==> src/rtl/instruction_loader.sv <==
// Byte-stream loader for the 64-word instruction memory: count header, then little-endian words.
// Define CHECKSUM_EN to add a trailing XOR checksum byte and the checksum_err flag.
module instruction_loader #(
    parameter int ADDR_W = 6,
    parameter int DEPTH  = 64
) (
    input  logic              clk,
    input  logic              reset,
    input  logic              load_start,
    input  logic              byte_valid,
    input  logic [7:0]        byte_data,
    output logic              byte_ready,
    output logic              mem_wr_en,
    output logic [ADDR_W-1:0] mem_wr_addr,
    output logic [31:0]       mem_wr_data,
    output logic              cpu_hold,
    output logic              load_done,
    output logic              overflow,
    output logic              checksum_err
);

    typedef enum logic [2:0] {
        IDLE,
        COUNT,
        ASSEMBLE,
        WRITE,
        CHECK,
        DONE
    } state_t;

`ifdef CHECKSUM_EN
    localparam state_t END_STATE = CHECK;
`else
    localparam state_t END_STATE = DONE;
`endif

    state_t      state;
    logic [7:0]  word_total;
    logic [7:0]  word_cnt;
    logic [1:0]  byte_cnt;
    logic [23:0] partial;
    logic        accept;
    logic        last_word;

    assign byte_ready = (state == COUNT) || (state == ASSEMBLE) || (state == CHECK);
    assign accept     = byte_valid && byte_ready;
    assign last_word  = (word_cnt == word_total - 8'd1);

`ifdef CHECKSUM_EN
    logic [7:0] csum;

    always_ff @(posedge clk or posedge reset) begin
        if (reset) begin
            csum         <= 8'h00;
            checksum_err <= 1'b0;
        end else if (state == IDLE && load_start) begin
            csum         <= 8'h00;
            checksum_err <= 1'b0;
        end else if (state == ASSEMBLE && accept) begin
            csum <= csum ^ byte_data;
        end else if (state == CHECK && accept) begin
            checksum_err <= (byte_data != csum);
        end
    end
`else
    assign checksum_err = 1'b0;
`endif

    always_ff @(posedge clk or posedge reset) begin
        if (reset) begin
            state       <= IDLE;
            word_total  <= 8'd0;
            word_cnt    <= 8'd0;
            byte_cnt    <= 2'd0;
            partial     <= 24'd0;
            mem_wr_en   <= 1'b0;
            mem_wr_addr <= '0;
            mem_wr_data <= 32'd0;
            cpu_hold    <= 1'b0;
            load_done   <= 1'b0;
            overflow    <= 1'b0;
        end else begin
            mem_wr_en <= 1'b0;
            load_done <= 1'b0;
            case (state)
                IDLE: begin
                    if (load_start) begin
                        state       <= COUNT;
                        cpu_hold    <= 1'b1;
                        mem_wr_addr <= '0;
                        word_cnt    <= 8'd0;
                        byte_cnt    <= 2'd0;
                        overflow    <= 1'b0;
                    end
                end
                COUNT: begin
                    if (accept) begin
                        word_total <= byte_data;
                        if (byte_data == 8'd0) begin
                            state <= END_STATE;
                        end else begin
                            overflow <= (int'(byte_data) > DEPTH);
                            state    <= ASSEMBLE;
                        end
                    end
                end
                ASSEMBLE: begin
                    if (accept) begin
                        byte_cnt <= byte_cnt + 2'd1;
                        case (byte_cnt)
                            2'd0: partial[7:0]   <= byte_data;
                            2'd1: partial[15:8]  <= byte_data;
                            2'd2: partial[23:16] <= byte_data;
                            default: begin
                                mem_wr_data <= {byte_data, partial};
                                // words past the end of memory are drained but never written
                                mem_wr_en   <= (int'(word_cnt) < DEPTH);
                                state       <= WRITE;
                            end
                        endcase
                    end
                end
                WRITE: begin
                    mem_wr_addr <= mem_wr_addr + 1'b1;
                    word_cnt    <= word_cnt + 8'd1;
                    state       <= last_word ? END_STATE : ASSEMBLE;
                end
                CHECK: begin
                    if (accept) begin
                        state <= DONE;
                    end
                end
                DONE: begin
                    load_done <= 1'b1;
                    cpu_hold  <= 1'b0;
                    state     <= IDLE;
                end
                default: state <= IDLE;
            endcase
        end
    end

endmodule

==> config.mk <==
export PLATFORM = sky130hd
export DESIGN_NAME = instruction_loader
export DESIGN_NICKNAME = d
export VERILOG_FILES = /design/src/rtl/instruction_loader.sv
export SDC_FILE = /design/constraint.sdc
export NUM_CORES = 1
export LEC_CHECK = 0
export CAP_MARGIN = 20
export CORE_AREA = 2 2 143 75
export CTS_CLUSTER_DIAMETER = 50
export DETAILED_ROUTE_END_ITERATION = 10
export DIE_AREA = 0 0 145 77
export GPL_ROUTABILITY_DRIVEN = 1
export GPL_TIMING_DRIVEN = 0
export PLACE_DENSITY = 0.62
export SETUP_SLACK_MARGIN = 0.3
export SYNTH_ARGS = -nofsm -noshare
export SYNTH_HDL_FRONTEND = slang
export SYNTH_SLANG_ARGS = --single-unit
==> constraint.sdc <==
create_clock -name clk -period 3.6 [get_ports clk]
set_input_delay 0.54 -clock clk [delete_from_list [all_inputs] [get_ports clk]]
set_output_delay 0.54 -clock clk [all_outputs]
set_load 0.03 [all_outputs]
# --- Yosys cells after proc, flatten, opt, wreduce, memory -nomap -nowiden ---
# Index checks and enable logic that the tools add are counted.
totals:
  inputBits: 12
  ff_bits: 87
  output_inout_bits: 44
  word_cells: 80
op_classes:
  n_lt_le_gt_ge: 2
  reduce_logical: 21
  bitwise: 1
  eq_ne: 14
  muxes: 25
  add_sub_neg: 4
op_table:
  columns: ["op", "count"]
  rows:
  - ["$mux 3", 7]
  - ["$pmux 8 s2", 1]
  - ["$pmux 3 s5", 1]
  - ["$reduce_and 3->1", 5]
  - ["$ne 2x2->1 const B", 6]
  - ["$pmux 6 s2", 1]
  - ["$add 8x1->8 const B", 1]
  - ["$eq 8x8->1", 1]
  - ["$gt 8x7->1 const B", 1]
  - ["$logic_not 8->1", 1]
  - ["$lt 8x7->1 const B", 1]
  - ["$mux 1", 8]
  - ["$mux 8", 1]
  - ["$reduce_bool 2->1", 4]
  - ["$sub 8x1->8 const B", 1]
  - ["$add 6x1->6 const B", 1]
  - ["$eq 3x2->1 const B", 2]
  - ["$eq 3x3->1 const B", 2]
  - ["$mux 6", 1]
  - ["$reduce_and 2->1", 3]
  - ["$reduce_and 5->1", 1]
  - ["$mux 2", 2]
  - ["$pmux 1 s2", 2]
  - ["$pmux 2 s2", 1]
  - ["11 further kinds", 12]

# --- Depth between registers and ports, before layout ---
depth:
  depth_word: 6
  mapped_depth: 8
  mapped_depth_nobuf: 8

# --- Worst setup path before layout ---
# No wires, ideal clock.
synth_timing:
  kind: "reg2out"
  start: "register state[1]"
  end: "output byte_ready"
  t_arrival_ns: 1.415
  required_time_ns: 3.060
  path_buffers: 1
  setup_slack_ns: 1.645
  path_stages_with_launch: 4
  cell_sequence: "dfrtp_1 > buf_1 > xnor2_1 > o21ai_0"
synth_via:
  elab_chain_len: 3
  word_cells_on_any_way: 5
  cone_classes: "eq/ne: 3; reduce/logical: 2"
synth_rtl:
  columns: ["element", "line_no", "text"]
  rows:
  - ["from (decl)", "37", "state_t state;"]
  - ["from (signal assigned)", "126", "state <= last_word ? END_STATE : ASSEMBLE;"]
  - ["$eq 3x1->1 or $eq 3x2->1 (tied branches)", "45", "assign byte_ready = (state == COUNT) || (state == ASSEMBLE) || (state == CHECK);"]
  - ["$logic_or 1x1->1", "45", null]
  - ["$logic_or 1x1->1 (*)", "45", null]
  - ["to (decl)", "12", "output logic byte_ready,"]
# Mark *: on every way between the ends. The rest lies on a longest branch, timed or not.

# --- Final worst setup path ---
# Ends and elaborated chain as after synthesis.

==> results by group <==
Logic synthesis
  • Net Count, Synth: 339
  • Simple-gate share of the synthesized area: 11.11%
  • Ys async rst share: 100.0%
  • Top post-synthesis cells by area: dfrtp_1 (56%), mux2_2 (14%), mux2_1 (4.1%)
  • Cell area after synthesis: 0.003885 mm2
  • XOR/XNOR Fraction of Synth Area: 2.705%
  • Prevailing post-synth register cell: dfrtp_1
  • Post-synthesis sequential area ratio: 56.04%
  • Post-Synthesis Cells: 320
  • Top cell type's share of synthesized area: 56.04%
  • Largest family of logic cells by synthesized area: multiplexers
  • Seq cells post-synth: 87
  • Syn Area/Cell: 12.14 um2
  • Yosys warns: 0
  • Post-synth EDFFs: 0
  • Post-synthesis adder-cell area fraction: 2.254%
  • Yosys top cell by area: dfrtp_1
  • Synth Area in Compound Gates: 7.568%
  • Yosys cell types: 40
  • Mux cell area share after synthesis: 17.68%

Setup path
  • RR Endpoint: mem_wr_data[5]
  • Crit path DAT: 2.08 ns
  • WS Path Type: flip-flop to output port
  • Type of origin of the critical path: flip-flop
  • Worst R2R Start: state[2]
  • Crit-path max FO: 10
  • R2R Setup Slk: 1.57 ns
  • Crit path to: byte_ready
  • Crit. End Element: output port
  • Start point of the critical path: state[1]
  • Worst reg2reg path depth: 5
  • Worst EP required: 3.06 ns

CTS
  • CTS tree: built
  • CTS Buf Count: 9
  • Htree depth: 3
  • CTS Buffer Depth: 2
  • CTS root buf: clkbuf_16
  • Clk sinks: 87
  • Worst-Skew Late Latency: 0.34 ns
  • Setup bufs post-CTS: 0
  • Clock slew seen by the registers of the worst setup and hold paths: 0.07 ns
  • Post-CTS sizing: 0
  • Cts hold-fix bufs: 0

STA
  • RSZ-0062 raised after global routing: no
  • Final Hold Viols: 0
  • Final setup viols: 0
  • Minimum clock period: 2.624 ns
  • Setup tns final: 0 ns
  • Final Skew: 0.008467 ns
  • Maximum clock rate: 0.3810 GHz
  • Hold slack: 0.4792 ns
  • Pins Over Slew Limit: 0
  • Period Utilization, post-route: 72.90%

Final layout
  • Ant diodes: 0
  • Commonest non-fill, non-tap cell in the layout: dfrtp_1
  • Commonest cells after routing, fill and taps aside: dfrtp_1 (87), clkdlybuf4s50_1 (53), mux2_2 (47), o21ai_0 (27), nand2_1 (24)
  • # nets final: 404
  • Layout cell share with drive strength beyond 1: 20.00%
  • Final design utilization: 49.42%
  • Area grow syn2layout: 26.22%
  • Total of fill cells in the finished design: 896

Power and ir drop
  • Pwr Density: 832.4 mW/mm2
  • Peak VDD IR: 0.0003462 V
  • Lkg Pwr: 2.202 nW

Floorplanning
  • I/O pins: 56
  • Rows: 26
  • Core area: 0.009922 mm2
  • Die area: 0.01117 mm2
  • Die width: 145 um
  • Initial Util: 39.16%
  • Die Span Y: 77 um

Worst hold path
  • Hold Path Stages: 1
  • Hold/Removal Path Class: flip-flop to flip-flop

Placed design
  • # port buffers: 53
  • DPL Wire Length: 6.045 mm
  • Gpl congestion: 0.7808

Job
  • Max-cap violation count: 0

Global routing
  • Vias in the first global route: 2,691
  • Total GRT Usage: 16.36%
  • Largest net degree at the start of global routing: 58
  • First-pass GRT wire length: 14.15 mm
  • GRT overflow: 0
  • Initial antenna violation count: 0

Status
  • Outcome: finished clean

Drt
  • DRT iter0 DRCs: 171
  • DRC: 0
  • Pre-antenna DRT Iters: 5
  • Avg WL per Cell: 15.75 um
  • Final ANT Viol Nets: 0
  • Vias per cell: 4.985
  • Via count: 2,642
  • Post-Route WL: 8.348 mm
how the worst min path moves through the flow:
stage | startpoint | endpoint
2_1_floorplan | partial[10] | mem_wr_data[10]
3_3_place_gp | partial[7] | mem_wr_data[7]
3_5_place_dp | partial[17] | mem_wr_data[17]
4_1_cts | partial[17] | mem_wr_data[17]
5_1_grt | partial[11] | mem_wr_data[11]
6_report | partial[23] | mem_wr_data[23]
synth_stat cells (6+ instances only):
master	count
ha_1	7
mux2_2	47
dfrtp_1	87
nand2_1	24
o21ai_0	27
xnor2_1	7
a21oi_1	6
nor2_1	13
buf_2	7
mux2_1	14
inv_1	9
nand3_1	15
where the power goes:
group / switching, mW / internal (mW) / total (mW)
Sequential: 0.255 / 1.33 / 1.58
Clock: 0.387 / 0.490 / 0.877
Combinational: 0.867 / 0.754 / 1.62
cell type report:
cell class | count | area [um2] | area share [%]
sequential | 87 | 2177 | 44.40
inverter | 9 | 36.28 | 0.7400
multi-input combinational | 210 | 1609 | 32.81
tap | 140 | 175.2 | 3.572
timing repair buffer | 54 | 558.0 | 11.38
buffer | 14 | 65.06 | 1.327
clock buffer | 10 | 239.0 | 4.874
clock inverter | 6 | 43.79 | 0.8931
critical path, cell delays in order, from the launching register on:
cell and delay (ns):
dfrtp_1 0.41, buf_1 0.37, xnor2_1 0.12, o21ai_0 0.15
clkdlybuf4s50_1 0.69
flip-flops by register name, summed over array words and instances (netlist names):
| name | flops |
|---|---|
| mem_wr_data | 32 |
| mem_wr_addr | 6 |
| load_done | 1 |
| state | 3 |
| partial | 24 |
| word_cnt | 8 |
| overflow | 1 |
| cpu_hold | 1 |
| mem_wr_en | 1 |
| byte_cnt | 2 |
| word_total | 8 |
metal layers:
layer  GRT usage [%]  wire (um)  up-vias
li1                -          -     1256
met1           23.63       4436     1317
met2           22.86       3360       60
met3           5.833        463        9
met4           4.950         88        0
met5               0          0        -
cell families (layout without fill, tap and decap cells):
family                     after synthesis  after routing
xor gates and xnor gates                12             12
other                                    1              1
and+or+nand+nor                         81             81
DFF                                     87             87
buffers and inverters                   23             93
adders and majority gates                7              7
AOI/OAI and AO/OA                       48             48
muxes                                   61             61
through the flow:
stage / cell area [um2] / setup WS (ns) / total power, mW / cells
after floorplan: 3885 / 0.8098 / 2.647 / 320
after global placement: 4591 / -0.5217 / 3.167 / 513
after detailed placement: 4621 / 1.052 / 3.225 / 514
after CTS: 4903 / 0.9569 / 4.119 / 530
after global routing: 4903 / 0.8391 / 4.346 / 530
final: 4903 / 0.9755 / 4.082 / 530
Power figures use the tool's default switching activity.
